$ cat src/rtl/spi_cmd_sequencer.sv
// spi_cmd_sequencer: command FIFO and one-at-a-time SPI transaction sequencer feeding spi_controller
module spi_cmd_sequencer #(
   parameter int FIFO_DEPTH_LOG2 = 4,
   parameter int START_TIMEOUT   = 16,
   parameter int GAP_CYCLES      = 4
) (
   input  logic                       sys_clk,
   input  logic                       reset_n,
   input  logic [31:0]                cmd_data,
   input  logic                       cmd_write,
   output logic                       cmd_full,
   output logic [FIFO_DEPTH_LOG2:0]   cmd_level,
   input  logic                       err_clear,
   output logic                       err_overflow,
   output logic                       err_timeout,
   output logic                       seq_idle,
   output logic                       rd_valid,
   output logic [10:0]                rd_addr,
   output logic [7:0]                 rd_data,
   output logic                       dac_request_write,
   output logic [4:0]                 dac_address,
   output logic [11:0]                dac_data,
   output logic                       adc_request_write,
   output logic                       adc_request_read,
   output logic [10:0]                adc_address,
   output logic [7:0]                 adc_data,
   input  logic [7:0]                 adc_data_readback,
   input  logic                       spi_busy
);
   localparam int DEPTH = 2 ** FIFO_DEPTH_LOG2;
   localparam int LW    = FIFO_DEPTH_LOG2 + 1;
   localparam int TW    = $clog2(START_TIMEOUT + GAP_CYCLES + 1);

   typedef enum logic [2:0] {IDLE, ISSUE, WAIT_BUSY, WAIT_DONE, CAPTURE, GAP} state_t;

   state_t                     state, state_next;
   logic [24:0]                mem [DEPTH];
   logic [24:0]                cmd;
   logic [FIFO_DEPTH_LOG2-1:0] wr_ptr, rd_ptr;
   logic [LW-1:0]              level;
   logic [TW-1:0]              timer;
   logic [1:0]                 op;
   logic                       empty, pop, push, overflow_set, timeout_set;
   logic                       unused_bits;

   // Only op, address and data are stored; the remaining command bits are don't-care.
   assign unused_bits  = ^{cmd_data[29:27], cmd_data[15:12]};
   assign empty        = level == '0;
   assign cmd_full     = level == LW'(DEPTH);
   assign cmd_level    = level;
   assign pop          = state == IDLE && !empty;
   assign push         = cmd_write && (!cmd_full || pop);
   assign overflow_set = cmd_write && cmd_full && !pop;
   assign op           = cmd[24:23];

   assign dac_request_write = state == ISSUE && op == 2'b00;
   assign adc_request_write = state == ISSUE && op == 2'b01;
   assign adc_request_read  = state == ISSUE && op == 2'b10;
   assign dac_address       = cmd[16:12];
   assign dac_data          = cmd[11:0];
   assign adc_address       = cmd[22:12];
   assign adc_data          = cmd[7:0];

   // FIFO storage: written on accepted pushes, read combinationally at the head (fall-through)
   always_ff @(posedge sys_clk) begin
      if (push) mem[wr_ptr] <= {cmd_data[31:30], cmd_data[26:16], cmd_data[11:0]};
   end

   // FIFO pointers and occupancy
   always_ff @(posedge sys_clk) begin
      if (!reset_n) begin
         wr_ptr <= '0;
         rd_ptr <= '0;
         level  <= '0;
      end else begin
         wr_ptr <= push ? wr_ptr + 1'b1 : wr_ptr;
         rd_ptr <= pop ? rd_ptr + 1'b1 : rd_ptr;
         level  <= level + LW'(push) - LW'(pop);
      end
   end

   // Next-state logic; the shared timer counts cycles spent in the current state
   always_comb begin
      state_next  = state;
      timeout_set = 1'b0;
      case (state)
         IDLE:      state_next = empty ? IDLE : ISSUE;
         ISSUE:     state_next = op == 2'b11 ? IDLE : WAIT_BUSY;
         WAIT_BUSY: begin
            if (spi_busy) state_next = WAIT_DONE;
            else if (timer == TW'(START_TIMEOUT - 1)) begin
               timeout_set = 1'b1;
               state_next  = GAP;
            end
         end
         WAIT_DONE: state_next = spi_busy ? WAIT_DONE : (op == 2'b10 ? CAPTURE : GAP);
         CAPTURE:   state_next = GAP;
         GAP:       state_next = timer == TW'(GAP_CYCLES - 1) ? IDLE : GAP;
         default:   state_next = IDLE;
      endcase
   end

   // State register, per-state timer and latched command word
   always_ff @(posedge sys_clk) begin
      if (!reset_n) begin
         state <= IDLE;
         timer <= '0;
         cmd   <= '0;
      end else begin
         state <= state_next;
         timer <= state_next != state ? '0 : timer + 1'b1;
         cmd   <= pop ? mem[rd_ptr] : cmd;
      end
   end

   // Readback capture; rd_valid pulses the cycle after CAPTURE alongside the new data
   always_ff @(posedge sys_clk) begin
      if (!reset_n) begin
         rd_valid <= 1'b0;
         rd_addr  <= '0;
         rd_data  <= '0;
      end else begin
         rd_valid <= state == CAPTURE;
         rd_addr  <= state == CAPTURE ? cmd[22:12] : rd_addr;
         rd_data  <= state == CAPTURE ? adc_data_readback : rd_data;
      end
   end

   // Sticky error flags (a new error beats err_clear) and registered idle status
   always_ff @(posedge sys_clk) begin
      if (!reset_n) begin
         err_overflow <= 1'b0;
         err_timeout  <= 1'b0;
         seq_idle     <= 1'b1;
      end else begin
         err_overflow <= overflow_set | (err_overflow & ~err_clear);
         err_timeout  <= timeout_set | (err_timeout & ~err_clear);
         seq_idle     <= state == IDLE && empty;
      end
   end
endmodule

$ cat config.mk
export PLATFORM = sky130hd
export DESIGN_NAME = spi_cmd_sequencer
export DESIGN_NICKNAME = d
export VERILOG_FILES = /design/src/rtl/spi_cmd_sequencer.sv
export SDC_FILE = /design/constraint.sdc
export NUM_CORES = 1
export LEC_CHECK = 0
export ABC_AREA = 1
export BUFFER_PORTS_ARGS = -buffer_cell sky130_fd_sc_hd__buf_4
export CORE_ASPECT_RATIO = 1.1
export CORE_UTILIZATION = 46
export DETAILED_ROUTE_END_ITERATION = 10
export SYNTH_ARGS = -nofsm -noshare
export SYNTH_HDL_FRONTEND = slang
export SYNTH_SLANG_ARGS = --single-unit
$ cat constraint.sdc
create_clock -name sys_clk -period 3.35 [get_ports sys_clk]
set_input_delay 0.5025 -clock sys_clk [delete_from_list [all_inputs] [get_ports sys_clk]]
set_output_delay 0.5025 -clock sys_clk [all_outputs]
set_load 0.05 [all_outputs]
# Yosys cells after proc, flatten, opt, wreduce, memory -nomap -nowiden
# Memories as Yosys holds them, arrays and structs flattened. A register that Yosys moved wholly into a read port is not among the register bits.
# Index checks and enable logic that the tools add are counted.
[op_classes] bitwise=6 n_reduce_logical=17 n_addsub=5 muxes=13 eq_ne=12
[op_table] cell="$pmux W3 S6" count=1
[op_table] cell="$mux W3" count=4
[op_table] cell="$add A4 B1 Y4 const B" count=2
[op_table] cell="$logic_and A1 B1 Y1" count=8
[op_table] cell="$mux W1" count=7
[op_table] cell="$eq A3 B2 Y1 const B" count=2
[op_table] cell="$eq A3 B3 Y1 const B" count=2
[op_table] cell="$add A5 B1 Y5" count=1
[op_table] cell="$add A5 B1 Y5 const B" count=1
[op_table] cell="$eq A5 B2 Y1 const B" count=1
[op_table] cell="$eq A5 B4 Y1 const B" count=1
[op_table] cell="$eq A5 B5 Y1 const B" count=1
[op_table] cell="$logic_not A5 Y1" count=1
[op_table] cell="$sub A5 B1 Y5" count=1
[op_table] cell="$eq A2 B2 Y1 const B" count=2
[op_table] cell="$logic_not A1 Y1" count=4
[op_table] cell="$eq A3 B1 Y1 const B" count=1
[op_table] cell="$logic_not A3 Y1" count=1
[op_table] cell="$ne A3 B3 Y1" count=1
[op_table] cell="$and A1 B1 Y1" count=2
[op_table] cell="$eq A2 B1 Y1 const B" count=1
[op_table] cell="$logic_not A2 Y1" count=1
[op_table] cell="$mux W2" count=1
[op_table] cell="$not A1 Y1" count=2
[op_table] cell="other kinds (3)" count=4
[word_totals] inputBits=45 memories=1 ramBits=400 register_bits=44 out_inout_bits=68
[memory_table] name="mem" words=16 width=25 read_ports=1 rd_ports_with_merged_regs=1 write_ports=1 line_no="37" source="logic [24:0] mem [DEPTH];"

# Logic depth before layout (Yosys ltp)
[depth] ltp_word=7 mapped_depth=15

# Worst setup path before layout
# OpenSTA, ideal clock, no wires.
[synth_timing] kind="reg2reg" startpoint="reg level[2], in the netlist cmd_level[2]" endpoint="mem mem[11][0] (enable)" arrival_time_ps=2771 path_buffers=0 slack_ps=172 synth_period_minus_slack_ps=3178 t_required_ps=2943 stages_incl_launch_ff=10 cell_sequence="dfxtp_1 -> inv_1 -> ha_1 -> nand3_1 -> nor2_1 -> nand2_1 -> nand2_2 -> inv_2 -> nand2_1 -> nor2_1"
[synth_lines] element="from (decl)" line_no="40" source="logic [LW-1:0] level;"
[synth_lines] element="from (signal assigned)" line_no="78" source="level <= level + LW'(push) - LW'(pop);"
[synth_lines] element="$eq A5 B5 Y1" line_no="49" source="assign cmd_full = level == LW'(DEPTH);"
[synth_lines] element="via cmd_full" line_no="11" source="output logic cmd_full,"
[synth_lines] element="$logic_not A1 Y1" line_no="52" source="assign push = cmd_write && (!cmd_full || pop);"
[synth_lines] element="$logic_or A1 B1 Y1" line_no="52"
[synth_lines] element="$logic_and A1 B1 Y1" line_no="52"
[synth_lines] element="$mux W1" line_no="66" source="if (push) mem[wr_ptr] <= {cmd_data[31:30], cmd_data[26:16], cmd_data[11:0]};"
[synth_lines] element="$mux W1 (implied by the code)" line_no="66"
[synth_lines] element="to (decl)" line_no="37"
# The timed path passes the listed nets, and every way through them passes these cells.

# Final worst setup path
[layout_timing] startpoint="reg level[2], in the netlist cmd_level[2]" endpoint="mem mem[11][21] (enable)"
[layout_via] elab_chain_cells=7
[layout_rtl] element="$logic_not A5 Y1" line_no="48" source="assign empty = level == '0;"
[layout_rtl] element="$logic_not A1 Y1" line_no="51" source="assign pop = state == IDLE && !empty;"
[layout_rtl] element="$logic_and A1 B1 Y1" line_no="51"
[layout_rtl] element="$logic_or A1 B1 Y1 *" line_no="52"
[layout_rtl] element="$logic_and A1 B1 Y1 *" line_no="52"
[layout_rtl] element="$mux W1 *" line_no="66"
[layout_rtl] element="$mux W1 (implied by the code) *" line_no="66"
# Mark *: on every way between the ends. The rest lies on a longest branch, timed or not.

==> run metrics <==
post-CTS setup buffer count 0; post-CTS sizing 0; PnR worst setup slack just over 800 ps; Seq/Total Area, Yosys 0.6831; clock slew at reported path FFs around 60 ps; io pins 113; Cells after Synth 1,830; H-tree depth 2; fraction of layout cells with a size suffix above 1 0.1281; fin nets 1,944; Slew Limit Fails 0; vias in the first global route ~12,000; drt wl/cell 19.20 um; CORE AREA approximately 42,000 um2; status complete, no violations; VDD IR max 0.3538 mV; total of max-cap violations 0; final setup violation count 0; part of the cycle the worst path needs 0.7529; f_max slightly below 400 MHz; Antenna Nets Post-Route 0; RD Place Congestion around 0.79; Yosys warnings 0; final hold vios 0; hpwl dp 25.74 mm; vias after detailed routing 12,893; worst-path fanout max 13; CP Launch Type register; DRC viols 0; initial antenna violation count 0; vias per std cell 5.197; worst skew pair latency 570 ps; syn avg cell area 10.71 um2; library cells used by synthesis 31; Initial DRC Count 1,176; mapped cell area a little under 20,000 um2; Hold-fix buffers, CTS 0; Die Ht 218.5 um; gr usage total 0.2235; Port-buffer cells 105; first-pass GRT wire length 72.13 mm; Setup Skew 21.69 ps; Initial Util 0.4705; TNS Setup 0 ps; Setup CP Type reg -> reg; total gr overflow 0; total power 17.03 mW; synthesized net count 1,888; HP Start adc_data_readback[7]; clock buffer count from CTS 46; standard-cell rows 78; most common cell after layout, fill and taps aside nand2_1; worst path arrival time 2780 ps; Rel. slew slack 0.4252; CP endpoint kind register; Initial DRT Pass Iterations 5; Detailed Route WL 47.63 mm; Yosys reg bits ~470; total die area 43,450 um2; Inserted Diodes 0; most frequent cells in the layout 429 x nand2_1, 400 x edfxtp_1, 216 x nand3_1; Pwr Density 763.4 nW/um2; Clock Path Buffers 3; Synth-to-Final Area Change 13.78%; unrepaired setup endpoints after global routing false; TritonCTS clock tree done; Hold WC Path Type in -> reg; P_leak 8.749 nW; CTS sink cnt 469; Setup WS pre-CTS 829.7 ps; largest net degree at the start of global routing 124; Critical path origin cmd_level[2]$_SDFF_PN0_; Worst EP required 3610 ps; die extent in x just under 200 um; R2R Path Start cmd_level[2]$_SDFF_PN0_; Tightest Pin Transition 862.2 ps; final worst path period need roughly 2500 ps; CTS Root Cell clkbuf_16
==> through the flow <==
| stage | util | cells | area (um2) | hold WS [ps] |
|---|---|---|---|---|
| floorplan | - | 1830 | 19610 | 417.9 |
| global placement | 0.4993 | 2398 | 20810 | 433.5 |
| detailed placement | 0.4993 | 2398 | 20810 | 438.6 |
| CTS | 0.5353 | 2481 | 22310 | 163.4 |
| global route | 0.5353 | 2481 | 22310 | 181.9 |
| finish | 0.5353 | 2481 | 22310 | 180.0 |
==> power by group <==
group	switching, mW	leakage [nW]	internal, mW
Combinational	3.51	3.83	1.47
Clock	2.17	0.737	3.01
Sequential	0.237	4.18	6.64
==> path summary, 6_finish.rpt <==
path                            depth (start not counted)  slack (ps)                      end
worst min-delay path                                    3         180  rd_data[7]$_SDFFE_PN0P_
worst min register to register                          1         450      timer[0]$_SDFF_PP0_
worst max register to register                         10         830    mem[11][21]$_DFFE_PP_
worst max-delay path                                   10         830    mem[11][21]$_DFFE_PP_
==> worst max-delay path, cell delays in order (launching register included) <==
cell and delay (ps):
dfxtp_1 370, inv_1 90, ha_1 220, nand3_1 90, nor2_1 60, nand2_1 70, nand2_2 90, inv_2 130
nand2_1 270, nor2_4 600, buf_12 240
==> cells by family after synthesis <==
kind of cell,Yosys count,synth area share
fa+ha+maj,13,0.008679
simple gates,877,0.1830
flops,469,0.6831
xor+xnor,4,0.001787
compound gates,179,0.04856
buf+inv,288,0.07486
==> state kept, by name, summed over array words and instances, names as in the netlist <==
name	cells
rd_valid	1
rd_data	8
wr_ptr	4
err_timeout	1
rd_addr	11
seq_idle	1
err_overflow	1
timer	5
rd_ptr	4
state	3
cmd_level	5
cmd	25
mem	400
==> final cells by class <==
type | instances | area (um2)
Clock buffer | 58 | 1237
Multi-Input combinational cell | 1073 | 4871
Clock inverter | 25 | 264.0
Timing Repair Buffer | 142 | 1254
Sequential cell | 469 | 13400
Inverter | 154 | 583.1
Fill cell | 3550 | 19360
Tap cell | 560 | 700.7
==> Yosys cell counts (all sizes together) <==
master / count / area [um2]
inv: 151 / 571.8
nor2: 221 / 829.6
nor3: 5 / 30.03
nand2: 431 / 1623
xor2: 3 / 26.28
buf: 109 / 769.5
a21oi: 47 / 235.2
a31oi: 3 / 18.77
edfxtp: 400 / 12010
o21ai: 108 / 540.5
ha: 12 / 150.1
dfxtp: 69 / 1381
clkbuf: 25 / 115.1
o31ai: 1 / 7.510
xnor2: 1 / 8.760
nand3: 216 / 1081
clkinv: 3 / 11.26
nand4: 4 / 25.02
o211ai: 20 / 150.1
fa: 1 / 20.02
==> routing by layer <==
| layer | global-route usage | part of all wire | vias to the layer above | wire, um |
|---|---|---|---|---|
| met5 | 0 | 0 | - | 0 |
| met3 | 0.03040 | 0.063 | 79 | 3013 |
| met4 | 0.06821 | 0.025 | 0 | 1199 |
| met2 | 0.3634 | 0.47 | 432 | 22320 |
| met1 | 0.3117 | 0.44 | 6163 | 21100 |
| li1 | - | - | 6219 | - |
Power figures use the tool's default switching activity.
